### src/rtl/count_seq_pkg.sv
// Shared state encoding and default sizing for the measurement-window sequencer.
package count_seq_pkg;

   localparam int DEF_CNT_W         = 24;
   localparam int DEF_WIN_W         = 24;
   localparam int DEF_SETTLE_CYCLES = 8;

   typedef enum logic [2:0] {
      ST_IDLE,
      ST_CLEAR,
      ST_GATE,
      ST_SETTLE,
      ST_LATCH
   } seq_state_t;

endpackage

### src/rtl/count_window_sequencer_window_timer.sv
// Gate-length down-counter: loads a tick count (zero behaves as one) and
// flags the tick that exhausts the window.
module window_timer #(
   parameter int WIN_W = 24
) (
   input  logic             clk,
   input  logic             reset,
   input  logic             load,
   input  logic [WIN_W-1:0] load_val,
   input  logic             tick,
   output logic             done
);

   logic [WIN_W-1:0] count;

   // A zero-length window would never see count==1, so it is promoted to one tick.
   always_ff @(posedge clk) begin
      if (reset) begin
         count <= '0;
      end else if (load) begin
         count <= (load_val == '0) ? WIN_W'(1) : load_val;
      end else if (tick && (count != '0)) begin
         count <= count - 1'b1;
      end
   end

   assign done = tick && (count == WIN_W'(1));

endmodule

### src/rtl/count_window_sequencer.sv
// Runs one clear/gate/settle/latch measurement cycle of the pulse counter,
// optionally back-to-back, with a host valid/ack result handshake.
module count_window_sequencer
   import count_seq_pkg::*;
#(
   parameter int CNT_W         = DEF_CNT_W,
   parameter int WIN_W         = DEF_WIN_W,
   parameter int SETTLE_CYCLES = DEF_SETTLE_CYCLES
) (
   input  logic             clk,
   input  logic             reset,
   input  logic             tick_en,
   input  logic             start,
   input  logic             continuous,
   input  logic             abort,
   input  logic [WIN_W-1:0] window_len,
   input  logic [CNT_W-1:0] count_p,
   input  logic [CNT_W-1:0] count_m,
   output logic             clr_counts,
   output logic             trigger,
   output logic             busy,
   output logic [CNT_W-1:0] result_p,
   output logic [CNT_W-1:0] result_m,
   output logic             result_valid,
   input  logic             result_ack,
   output logic             overrun
);

   localparam int SET_W = (SETTLE_CYCLES > 1) ? $clog2(SETTLE_CYCLES) : 1;

   seq_state_t       state;
   seq_state_t       next_state;
   logic [SET_W-1:0] settle_cnt;
   logic             timer_done;
   logic             latch_now;
   logic             clear_overrun;

   window_timer #(
      .WIN_W(WIN_W)
   ) u_timer (
      .clk      (clk),
      .reset    (reset),
      .load     (next_state == ST_CLEAR),
      .load_val (window_len),
      .tick     (tick_en && (state == ST_GATE)),
      .done     (timer_done)
   );

   // Abort overrides every transition, including the latch itself.
   always_comb begin
      next_state    = state;
      latch_now     = 1'b0;
      clear_overrun = 1'b0;
      case (state)
         ST_IDLE:   if (start) next_state = ST_CLEAR;
         ST_CLEAR:  next_state = ST_GATE;
         ST_GATE:   if (timer_done) next_state = ST_SETTLE;
         ST_SETTLE: if (settle_cnt == '0) next_state = ST_LATCH;
         ST_LATCH: begin
            latch_now  = 1'b1;
            next_state = continuous ? ST_CLEAR : ST_IDLE;
         end
         default:   next_state = ST_IDLE;
      endcase
      if (abort) begin
         next_state = ST_IDLE;
         latch_now  = 1'b0;
      end
      clear_overrun = (state == ST_IDLE) && (next_state == ST_CLEAR);
   end

   always_ff @(posedge clk) begin
      if (reset) begin
         state      <= ST_IDLE;
         clr_counts <= 1'b0;
         trigger    <= 1'b0;
         busy       <= 1'b0;
         settle_cnt <= '0;
      end else begin
         state      <= next_state;
         clr_counts <= (next_state == ST_CLEAR);
         trigger    <= (next_state == ST_GATE);
         busy       <= (next_state != ST_IDLE);
         if (state != ST_SETTLE) begin
            settle_cnt <= SET_W'(SETTLE_CYCLES - 1);
         end else if (settle_cnt != '0) begin
            settle_cnt <= settle_cnt - 1'b1;
         end
      end
   end

   // A latch coinciding with an ack keeps the new result valid and is not an overrun.
   always_ff @(posedge clk) begin
      if (reset) begin
         result_p     <= '0;
         result_m     <= '0;
         result_valid <= 1'b0;
         overrun      <= 1'b0;
      end else begin
         if (latch_now) begin
            result_p     <= count_p;
            result_m     <= count_m;
            result_valid <= 1'b1;
         end else if (result_ack) begin
            result_valid <= 1'b0;
         end
         if (clear_overrun) begin
            overrun <= 1'b0;
         end else if (latch_now && result_valid && !result_ack) begin
            overrun <= 1'b1;
         end
      end
   end

endmodule
### config.mk
export PLATFORM = sky130hd
export DESIGN_NAME = count_window_sequencer
export DESIGN_NICKNAME = d
export VERILOG_FILES = /design/src/rtl/count_seq_pkg.sv /design/src/rtl/count_window_sequencer_window_timer.sv /design/src/rtl/count_window_sequencer.sv
export SDC_FILE = /design/constraint.sdc
export NUM_CORES = 1
export LEC_CHECK = 0
export CAP_MARGIN = 20
export CORE_UTILIZATION = 30
export DETAILED_ROUTE_END_ITERATION = 6
export PLACE_DENSITY_LB_ADDON = 0.2
export SYNTH_ARGS = -nofsm -noshare
export SYNTH_HDL_FRONTEND = slang
export SYNTH_SLANG_ARGS = --single-unit
### constraint.sdc
create_clock -name clk -period 2.5 [get_ports clk]
set_clock_uncertainty 0.2 [all_clocks]
set_input_delay 0.75 -clock clk [delete_from_list [all_inputs] [get_ports clk]]
set_output_delay 0.75 -clock clk [all_outputs]
set_load 0.05 [all_outputs]
Word level (Yosys, flattened, before mapping)
Cells that the tools add are included.
- add/subtract/negate cells: 2
- multipliers: 0
- divide/modulo/power cells: 0
- magnitude comparators: 0
- equal/unequal tests: 8
- shift-type cells: 0
- multiplexer cells: 15
- bitwise logic cells: 0
- reduce and logical (&&, ||, !) cells: 17
- operator list (operator ; number):
    $mux W24 ; 3
    $eq A24 B1 Y1 const B ; 1
    $logic_not A24 Y1 ; 1
    $reduce_bool A24 Y1 ; 1
    $sub A24 B1 Y24 const B ; 1
    $mux W3 ; 6
    $pmux W3 S5 ; 1
    $eq A3 B2 Y1 const B ; 3
    $eq A3 B1 Y1 const B ; 2
    $logic_and A1 B1 Y1 ; 6
    $logic_not A3 Y1 ; 2
    $reduce_bool A2 Y1 ; 3
    $reduce_bool A3 Y1 ; 2
    $mux W1 ; 5
    $eq A3 B3 Y1 const B ; 1
    $ne A3 B2 Y1 const B ; 1
    $sub A3 B1 Y3 const B ; 1
    $reduce_or A2 Y1 ; 1
    $logic_not A1 Y1 ; 1
- register bits: 83
- bits in latches: 0
- memory bits (writable): 0
- ROM bits: 0
- input bits: 79
- output and inout port bits: 53
- word-level logic and storage cells: 52
- memories kept: 0

Depth between registers and ports, before layout
- word-level depth: 9
- mapped depth: 9
- gate-level depth less buffers: 7

By module
A second synthesis with hierarchy kept.
- cells, all modules: 465
- area, all modules: 3793.6 µm²
- modules (own cells, without submodules) (module ; instances ; cells an instance ; area an instance (µm²) ; seq. area each (µm²)):
    count_window_sequencer ; 1 ; 263 ; 2152.1 ; 1181.1
    window_timer ; 1 ; 202 ; 1641.6 ; 480.5

Least setup slack after synthesis
Ideal clock, no wire load.
- kind: input -> register
- start: input tick_en
- end: register u_timer.count[23]
- library setup time: 88 ps
- arrival time: 2164 ps
- required time: 2212 ps
- slack: 48 ps
- stages: 5
- buffers on the path: 1
- cells stage by stage: nor4bb_1 clkbuf_1 o2111ai_2 or4_1 a311oi_2
- cells in the longest elaborated chain, start to end: 7
- elaborated cells on any way between the ends: 9
- those cells by class: 1 x eq/ne; 4 x mux; 4 x reduce/logical
- RTL lines (item ; RTL line ; text):
    start, declared ; count_window_sequencer.sv:12 ; input logic tick_en,
    $logic_and A1 B1 Y1 (*) ; count_window_sequencer.sv:45 ; .tick (tick_en && (state == ST_GATE)),
    $logic_and A1 B1 Y1 ; count_window_sequencer_window_timer.sv:27 ; assign done = tick && (count == WIN_W'(1));
    $mux W3 ; count_window_sequencer.sv:57 ; ST_GATE: if (timer_done) next_state = ST_SETTLE;
    $pmux W3 S5 ; count_window_sequencer.sv:54 ; case (state)
    $mux W3 ; count_window_sequencer.sv:65 ; if (abort) begin
    $eq A3 B1 Y1 ; count_window_sequencer.sv:43 ; .load (next_state == ST_CLEAR),
    $mux W24 / $reduce_bool A2 Y1 (equally long branches) ; n/a ;
    end signal, assigned ; count_window_sequencer_window_timer.sv:21 ; count <= (load_val == '0) ? WIN_W'(1) : load_val;
    end signal, assigned ; count_window_sequencer_window_timer.sv:23 ; count <= count - 1'b1;
    end, declared ; count_window_sequencer_window_timer.sv:14 ; logic [WIN_W-1:0] count;
Every way passes the cells marked *; elsewhere a longest branch is shown, timed or not.
A chain may end at the register's enable or synchronous reset.

Worst setup path in the final report
- start: register result_m[23]
- end: output result_m[23]
- RTL lines (item ; RTL line ; text):
    start, declared ; count_window_sequencer.sv:23 ; output logic [CNT_W-1:0] result_m,
    start signal, assigned ; count_window_sequencer.sv:102 ; result_m <= count_m;
No word-level cell between the ends.

==> metrics.cfg <==
[outcome]
run_status = complete, no violations

[synthesis]
synthTopCellsByCount = nand2_1 (113), dfxtp_1 (83), a21oi_1 (66), nor2_1 (29), clkbuf_1 (20)
synth-main-ff-cell = dfxtp_1
synth_area_leaders = dfxtp_1 (44%), nand2_1 (11%), a21oi_1 (8.8%), nor2_1 (2.9%), clkbuf_1 (2.0%)
synth_edf_count = 0
yosysTopAreaCell = dfxtp_1
seq_area_frac_synth_pct = 44.5
synth_warnings = 0
async_reset_ff_share_pct = 0
ys_seq_elements = 83
syn_area_sq_um = 3740
synth_most_common_cell = nand2_1
syn_nets = 543
syn_inst = 459
ys_types = 58
synth_top_area_share_pct = 44.5
synth.avg_cell_area_sq_um = 8.14

[global_routing]
grt_overflow = 0
grt_pass1_vias = 3593
grt_pass1_wl_mm = 17.5
antenna_found_initial = 0
grt_max_degree = 41
grt_use_total_pct = 17.4

[critical_path]
cp_cell_sequence = clkdlybuf4s50_1
slowest_stage = clkdlybuf4s50_1
crit_arrival_ns = 1.50
startpoint_type = flip-flop
cp-end-kind = primary output
critPathTopFamily = buffers and inverters
critPathRequiredTime_ns = 1.55
worst-path-buf-inv = 1
worstSetupPathType = reg2out
cp_max_fo = 2
cpPeakStageDelay_ns = 0.82

[clock_tree]
cts_root_buffer = clkbuf_16
holdBufCountCts = 0
clk_pin_slew_ns = 0.06
cts_buffer_depth = 2
clock_latency_ns = 0.34
htree_levels = 3
numCtsBuffers = 9
clock-sinks = 83
cts_tree = yes

[timing]
finalHoldViolations = 0
fin_crit_sh_pct = 97.9
worst_slew_pin_slew_ns = 0.540
final-setup-viol-count = 0
slew_viol_final = 0
slew_headroom_pct = 63.9
rsz0062_at_grt = no
post-route-min-period_ns = 2.45
fmax_ghz = 0.409

[floorplanning]
rows = 40
core_sq_um = 12100
die_height_um = 114
die_w_um = 114
initial_core_util_pct = 31.0
io_pins = 132
die_area_sq_um = 12900

[layout]
n_antenna_cell = 0
syn2layout_area_growth_pct = 54.1
final_util_pct = 47.7
fin_nets = 696
drive_above_1_share_pct = 12.8
n_fill_cell = 1159
fin_cells = 784

[routing]
totalWireLength_mm = 11.1
drt_iter0_drc = 212
routed_via_density = 4.89
drc = 0
vias = 3835
routedWlPerCell_um = 14.1
firstDrtPassIters = 4
postRouteAntennaNets = 0

[placed_design]
place_congestion = 0.861
portBuffers = 131
placedCellCount = 768
dp_hpwl_mm = 8.24

[min_path]
min_path_type = reg2reg

[power]
power_density_nw_per_um2 = 543
power_leakage_nw = 2.01
peakVddDrop_uv = 216

[flow_run]
maxCapViolCount = 0

-- placed cells by master, fill, tap and decap left out, drive strengths merged, types with 3 or more instances in the layout --
| cell type | instances |
|---|---|
| a311oi | 6 |
| o21ba | 3 |
| dfxtp | 83 |
| nor4 | 11 |
| a21oi | 66 |
| or4 | 4 |
| and4 | 3 |
| a31oi | 4 |
| o21ai | 5 |
| ha | 5 |
| clkdlybuf4s50 | 126 |
| and3 | 3 |
| a211oi | 7 |
| inv | 7 |
| nor3 | 10 |
| nor2 | 29 |
| a32oi | 3 |
| xnor2 | 6 |
| o211ai | 4 |
| clkbuf | 11 |
| o311ai | 3 |
| nand2 | 113 |
| nor2b | 3 |
| nand4 | 7 |
| buf | 45 |
| or3 | 3 |
| clkinvlp | 3 |
| nand3 | 7 |
-- logic make-up after synthesis --
logic type      Yosys count  synth area share, %
flops                    83                 44.5
buf+inv                  37                 4.02
fa+ha+maj                 5                 1.67
simple gates            205                 26.6
xor+xnor                  6                 1.41
compound gates          120                 21.0
mux                       3                0.837
-- metal layers --
layer  routed length [um]  GRT usage (%)  share of wire, %
met5                    0              0                 0
met4                  214           9.39               1.9
met3                  595           3.35               5.4
met2                 5100           27.4                46
met1                 5150           22.4                47
-- sequential cells by signal (all words and copies together), names as in the netlist, 3 cells and up --
name and flops:
result_m 24, state 3, settle_cnt 3, u_timer.count 24
result_p 24
-- per-stage QoR --
| step | setup TNS (ns) | worst slack [ns] | power (mW) | hold slack, ns | area, sq um |
|---|---|---|---|---|---|
| final | 0 | 0.0537 | 3.12 | 0.250 | 5760 |
| after global routing | 0 | 0.00384 | 3.27 | 0.274 | 5760 |
| after CTS | 0 | 0.0315 | 3.17 | 0.256 | 5730 |
| after detailed placement | -6.48 | -0.385 | 1.92 | 0.248 | 5450 |
| after global placement | -4.56 | -0.288 | 1.92 | 0.242 | 5450 |
| after floorplan | 0 | 0.0476 | 1.65 | 0.271 | 3740 |
-- final timing paths --
kind	from	endpoint	slack [ns]	depth (start not counted)
max	result_m[23]$_SDFFE_PP0P_	result_m[23]	0.05	1
min	result_m[16]$_SDFFE_PP0P_	result_m[16]$_SDFFE_PP0P_	0.25	2
min reg2reg	result_m[16]$_SDFFE_PP0P_	result_m[16]$_SDFFE_PP0P_	0.25	2
max reg2reg	u_timer.count[0]$_SDFFE_PP0P_	u_timer.count[23]$_SDFFE_PP0P_	0.19	7
-- worst register-to-register path, cell delays in order (launching register included) --
cell       delay, ns
dfxtp_1         0.31
buf_4           0.14
nor4_1          0.29
buf_4           0.17
and4_1          0.25
o2111ai_2       0.18
or4_4           0.45
a311oi_2        0.24
-- where the power goes --
group / total, mW / internal [mW] / switching, mW
sequential: 1.39 / 1.35 / 0.0387
combinational: 0.508 / 0.269 / 0.239
clock: 1.22 / 0.693 / 0.531
total: 3.12 / 2.32 / 0.809
-- layout make-up --
type                       count  area [sq um]  share of cell area [%]
clock buffer                  11           243                    4.22
inverter                       7          26.3                   0.456
sequential                    83          1660                    28.9
clock inverter                 4          27.5                   0.478
timing repair buffer         172          1630                    28.4
multi-input combinational    339          1950                    33.9
tap                          168           210                    3.65
-- timing repair --
item	4_1_cts	5_1_grt
setup endpoints to repair	1	8
pin swaps	1	0
setup buffers	0	1
endpoints found under the hold margin	0	0
resized for setup	2	4
gates cloned	0	0
Power figures use the tool's default switching activity.
